[config.mk]
export PLATFORM = sky130hd
export DESIGN_NAME = round_sequencer
export DESIGN_NICKNAME = d
export VERILOG_FILES = /design/src/rtl/round_sequencer.sv
export SDC_FILE = /design/constraint.sdc
export NUM_CORES = 1
export LEC_CHECK = 0
export CAP_MARGIN = 30
export CORE_MARGIN = 1
export CORE_UTILIZATION = 48
export DETAILED_ROUTE_END_ITERATION = 8
export MAX_ROUTING_LAYER = met4
export PLACE_DENSITY = 0.78
export REMOVE_ABC_BUFFERS = 1
export SETUP_SLACK_MARGIN = 0.05
export SLEW_MARGIN = 20
export SYNTH_ARGS = -nofsm -noshare
export SYNTH_HDL_FRONTEND = slang
export SYNTH_SLANG_ARGS = --single-unit
export TNS_END_PERCENT = 100
[constraint.sdc]
create_clock -name i_clk -period 2.84 [get_ports i_clk]
set_input_delay 0.852 -clock i_clk [delete_from_list [all_inputs] [get_ports i_clk]]
set_output_delay 0.852 -clock i_clk [all_outputs]
set_load 0.01 [all_outputs]
[src/rtl/round_sequencer.sv]
// Round sequencer for the shared AES/Keccak round datapath: start/ready/done
// handshake with stall and abort, driving the round index for RC/key lookup.
module round_sequencer #(
    parameter int KECCAK_ROUNDS = 24,
    parameter int AES128_LAST   = 10,
    parameter int AES192_LAST   = 12,
    parameter int AES256_LAST   = 14,
    parameter int CNT_W         = 5
) (
    input  logic             i_clk,
    input  logic             i_reset,
    input  logic             i_start,
    input  logic [1:0]       i_mode,
    input  logic             i_stall,
    input  logic             i_abort,
    output logic [CNT_W-1:0] o_round,
    output logic [1:0]       o_mode,
    output logic             o_busy,
    output logic             o_ready,
    output logic             o_first,
    output logic             o_last,
    output logic             o_done
);

    typedef enum logic [1:0] {
        S_IDLE = 2'd0,
        S_RUN  = 2'd1,
        S_DONE = 2'd2
    } state_t;

    state_t           r_state, w_state_nxt;
    logic [CNT_W-1:0] r_round, w_round_nxt;
    logic [1:0]       r_mode,  w_mode_nxt;
    logic [CNT_W-1:0] w_last;

    // Last index follows the latched mode only, so live i_mode can't move it.
    always_comb begin
        case (r_mode)
            2'b00:   w_last = CNT_W'(AES128_LAST);
            2'b01:   w_last = CNT_W'(AES192_LAST);
            2'b10:   w_last = CNT_W'(AES256_LAST);
            default: w_last = CNT_W'(KECCAK_ROUNDS - 1);
        endcase
    end

    always_ff @(posedge i_clk or negedge i_reset) begin
        if (!i_reset) begin
            r_state <= S_IDLE;
            r_round <= '0;
            r_mode  <= 2'b00;
        end else begin
            r_state <= w_state_nxt;
            r_round <= w_round_nxt;
            r_mode  <= w_mode_nxt;
        end
    end

    always_comb begin
        w_state_nxt = r_state;
        w_round_nxt = r_round;
        w_mode_nxt  = r_mode;
        if (i_abort) begin
            w_state_nxt = S_IDLE;
            w_round_nxt = '0;
        end else begin
            case (r_state)
                S_IDLE: begin
                    w_round_nxt = '0;
                    if (i_start) begin
                        w_state_nxt = S_RUN;
                        w_mode_nxt  = i_mode;
                    end
                end
                S_RUN: begin
                    if (!i_stall) begin
                        // >= keeps the counter pinned at last even from a corrupted value
                        if (r_round >= w_last) begin
                            w_state_nxt = S_DONE;
                            w_round_nxt = w_last;
                        end else begin
                            w_round_nxt = r_round + 1'b1;
                        end
                    end
                end
                S_DONE: begin
                    w_round_nxt = '0;
                    if (i_start) begin
                        w_state_nxt = S_RUN;
                        w_mode_nxt  = i_mode;
                    end else begin
                        w_state_nxt = S_IDLE;
                    end
                end
                default: begin
                    w_state_nxt = S_IDLE;
                    w_round_nxt = '0;
                end
            endcase
        end
    end

    assign o_round = r_round;
    assign o_mode  = r_mode;
    assign o_busy  = (r_state == S_RUN);
    assign o_ready = (r_state == S_IDLE) || (r_state == S_DONE);
    assign o_first = (r_state == S_RUN) && (r_round == '0);
    assign o_last  = (r_state == S_RUN) && (r_round == w_last);
    assign o_done  = (r_state == S_DONE);

endmodule

==> results.cfg <==
[logic_synthesis]
predominant_post_synthesis_flop_cell = sky130_fd_sc_hd__dfrtp_1
share_of_synthesized_area_spent_on_multiplexers = 0.02917
synth_top_family_by_area = simple AND/OR/NAND/NOR gates
synth_largest_area_cell = sky130_fd_sc_hd__dfrtp_1
post_synth_main_area_contributors = sky130_fd_sc_hd__dfrtp_1 29%, sky130_fd_sc_hd__ha_1 9.7%, sky130_fd_sc_hd__clkbuf_8 5.3%, sky130_fd_sc_hd__nand3_1 4.5%, sky130_fd_sc_hd__mux2_2 2.9%
post_synth.cell_area_avg_sq_um = 9.190
synth-compound-area-share = 0.2026
syn-cell-area_sq_um = 772.0
yosysSeqAreaShare = 0.2917
synthAdderAreaFrac = 0.1102
synth.yosys.warnings = 0
yosys.area.top_type_share = 0.2917
synth.ff_latch_count = 9
synth_edf_count = 0
yosys.area_share.simple = 0.2545
synthArstFlopShare = 1.000
synth_cells = 84
post_synth_xor_area_fraction = 0.01135
post_synth_num_cell_types = 37

[cells_and_area]
final_net_count = 118
diodes = 0
finalInstanceArea_sq_um = 960.9
multi_input_comb_area_sq_um = 469.2
area_growth_syn_to_layout_pct = 24.47
layout_cell_share_with_drive_strength_beyond_1 = 0.1442
post_layout_nonfiller_instances = 120
nFillCells = 125
seq_area_sq_um = 225.2

[global_route]
grt_start_max_net_pins = 13
first_global_vias = 620
globalRouteOverflowTotal = 0
grtUsageTotal = 0.2063
antenna_found_initial = 0
grt_first_pass_wirelength_um = 2766

[critical_path]
cells_along_the_critical_path = nand2_1 -> inv_1 -> ha_1 -> nand4_1 -> nor3_1 -> dlygate4sd2_1
path_delay_family = flip-flops
critical_path.reg2reg.startpoint = o_mode[0]$_DFFE_PN0P_
setup.worst_path.start_class = flip-flop
cp.buffers_inverters = 2
crit_type = reg2out
cp-startpoint = o_mode[0]$_DFFE_PN0P_
cpMaxStageDelayCell = sky130_fd_sc_hd__dfrtp_1
timing.critical_path.required_ns = 1.99
worst-path-max-fanout = 6
worst_setup_path_end_kind = output port
critical-path-max-stage-delay_ns = 0.41
critical_path_at_ns = 1.76

[power]
fin_total_pwr_uw = 365.1
max-vdd-ir-drop_v = 0.0004109
p_leak_uw = 0.0004021
power.density_cell_area_nw_per_um2 = 379.9

[detailed_routing]
drc = 0
finalWirelength_um = 1684
vias_per_cell = 5.950
first_pass_iters = 4
detail_route.iter0.violations = 15
routed_vias = 714
antenna_left = 0
detail_route.wl_per_cell_um = 14.03

[sta]
setup_viol = 0
maxSlewHeadroom = 0.6680
timing_hold_violations_final = 0
skew_final_ns = 0.007816
fin_crit_sh = 0.9214
finalWorstSetupSlack_ns = 0.2233
slew_viol_final = 0
fmaxAchievable_ghz = 0.3822
totalNegativeSetupSlack_ns = 0
finalCriticalPeriod_ns = 2.617
rsz_0062_raised_after_global_routing = false
max_slew.worst_pin.slew_ns = 0.4927

[clock_network]
cts_made_buffers = 3
clockBufferDepth = 2
path_clk_slew_ns = 0.06
holdBufCountCts = 0
clock_sinks = 9
cts_htree_levels = 1
clk-insertion-delay-late_ns = 0.26
root_buffer = sky130_fd_sc_hd__clkbuf_4
cts_tree = done

[floorplanning]
die_width_um = 42.11
core_region_area_sq_um = 1506
pin_count = 19
floorplan.die.height_um = 42.11
design.die.area_sq_um = 1773
floorplan.initialDensity = 0.5125
placementRows = 14

[place]
gp_congestion = 0.8596
placement.io_buffers = 18
place.detailed.hpwl_um = 1288
dpl_cell_area_sq_um = 935.9
placedCellCount = 116
place_ws_ns = 0.2215

[min_path]
worstHoldStart = o_mode[0]$_DFFE_PN0P_
worst_hold_path_type = reg2reg

[job]
maxCapViolations = 0

[run_status]
run_status = complete, no violations
-- through the flow --
step	hold slack (ns)	util
detailed placement	0.5751	0.6213
CTS	0.5944	0.6379
global placement	0.5506	0.6213
finish	0.5866	0.6379
floorplan	0.5564	-
global route	0.6078	0.6379
-- power breakdown --
part	switching, uW	internal (uW)
clock network	48.5	54.2
logic	60.1	57.3
registers	9.21	136
-- cells in the mapped netlist (all sizes together) (2+ instances only) --
cell    count
nand2       3
nor2b       2
a21oi       4
or4         2
nand2b      4
and2        2
dfrtp       9
nor2        5
mux2        2
nand3       7
o21ai       2
nor3        3
inv         5
o211ai      3
a221o       2
clkbuf      4
a31oi       2
ha          6
a211oi      2
-- path summary, 6_finish.rpt --
kind                       slack (ns)  depth (start not counted)                endpoint
hold / removal                   0.59                          1   o_mode[0]$_DFFE_PN0P_
hold reg to reg                  0.59                          1   o_mode[0]$_DFFE_PN0P_
setup / recovery                 0.22                          6                  o_last
min in group asynchronous        0.89                          1  o_round[2]$_DFFE_PN0P_
setup reg to reg                 0.50                          8  o_round[2]$_DFFE_PN0P_
max in group asynchronous        1.64                          1   o_mode[1]$_DFFE_PN0P_
-- state kept, by name (all words and copies together), names as in the netlist --
name and cells:
o_round 5, o_mode 2, r_state 2
-- area by class of cell --
class                      instances  share of cell area
tap                               16             0.02083
sequential                         9              0.2344
clock buffer                       4             0.02734
multi-input combinational         65              0.4883
timing repair buffer              21              0.2096
inverter                           5             0.01953
-- cells by family (layout without fill, tap and decap cells) --
| kind of cell | count (synthesis) | count (layout) |
|---|---|---|
| AND/OR/NAND/NOR | 34 | 34 |
| AO/OA/AOI/OAI | 21 | 21 |
| buffers and inverters | 10 | 30 |
| flip-flops | 9 | 9 |
| adder cells (fa/ha/maj) | 7 | 7 |
| multiplexers | 2 | 2 |
| XOR/XNOR | 1 | 1 |
-- layer usage --
metal  wire (um)  up-vias  GRT usage
met3          93        0    0.04310
met2         791       21     0.3406
met4           0        0    0.01875
met1         799      339     0.2737
li1            -      354          -
met5           0        -          -
-- cells in the final DEF, fill, tap and decap left out, types with 3 or more instances in the layout --
cell type	Yosys	layout
sky130_fd_sc_hd__a21oi_1	4	4
sky130_fd_sc_hd__buf_4	0	3
sky130_fd_sc_hd__clkbuf_4	0	3
sky130_fd_sc_hd__clkdlybuf4s50_1	0	17
sky130_fd_sc_hd__dfrtp_1	9	9
sky130_fd_sc_hd__ha_1	6	6
sky130_fd_sc_hd__inv_1	5	5
sky130_fd_sc_hd__nand2_1	3	3
sky130_fd_sc_hd__nand2b_1	3	3
sky130_fd_sc_hd__nand3_1	7	7
sky130_fd_sc_hd__nor2_1	5	5
sky130_fd_sc_hd__nor3_1	3	3
-- timing repair --
item | 4_1_cts | 5_1_grt
endpoints found under the setup margin | 1 | 0
buffers inserted | 0 | 0
resized for setup | 1 | 0
Note: power is estimated with default switching activity, not from simulation.
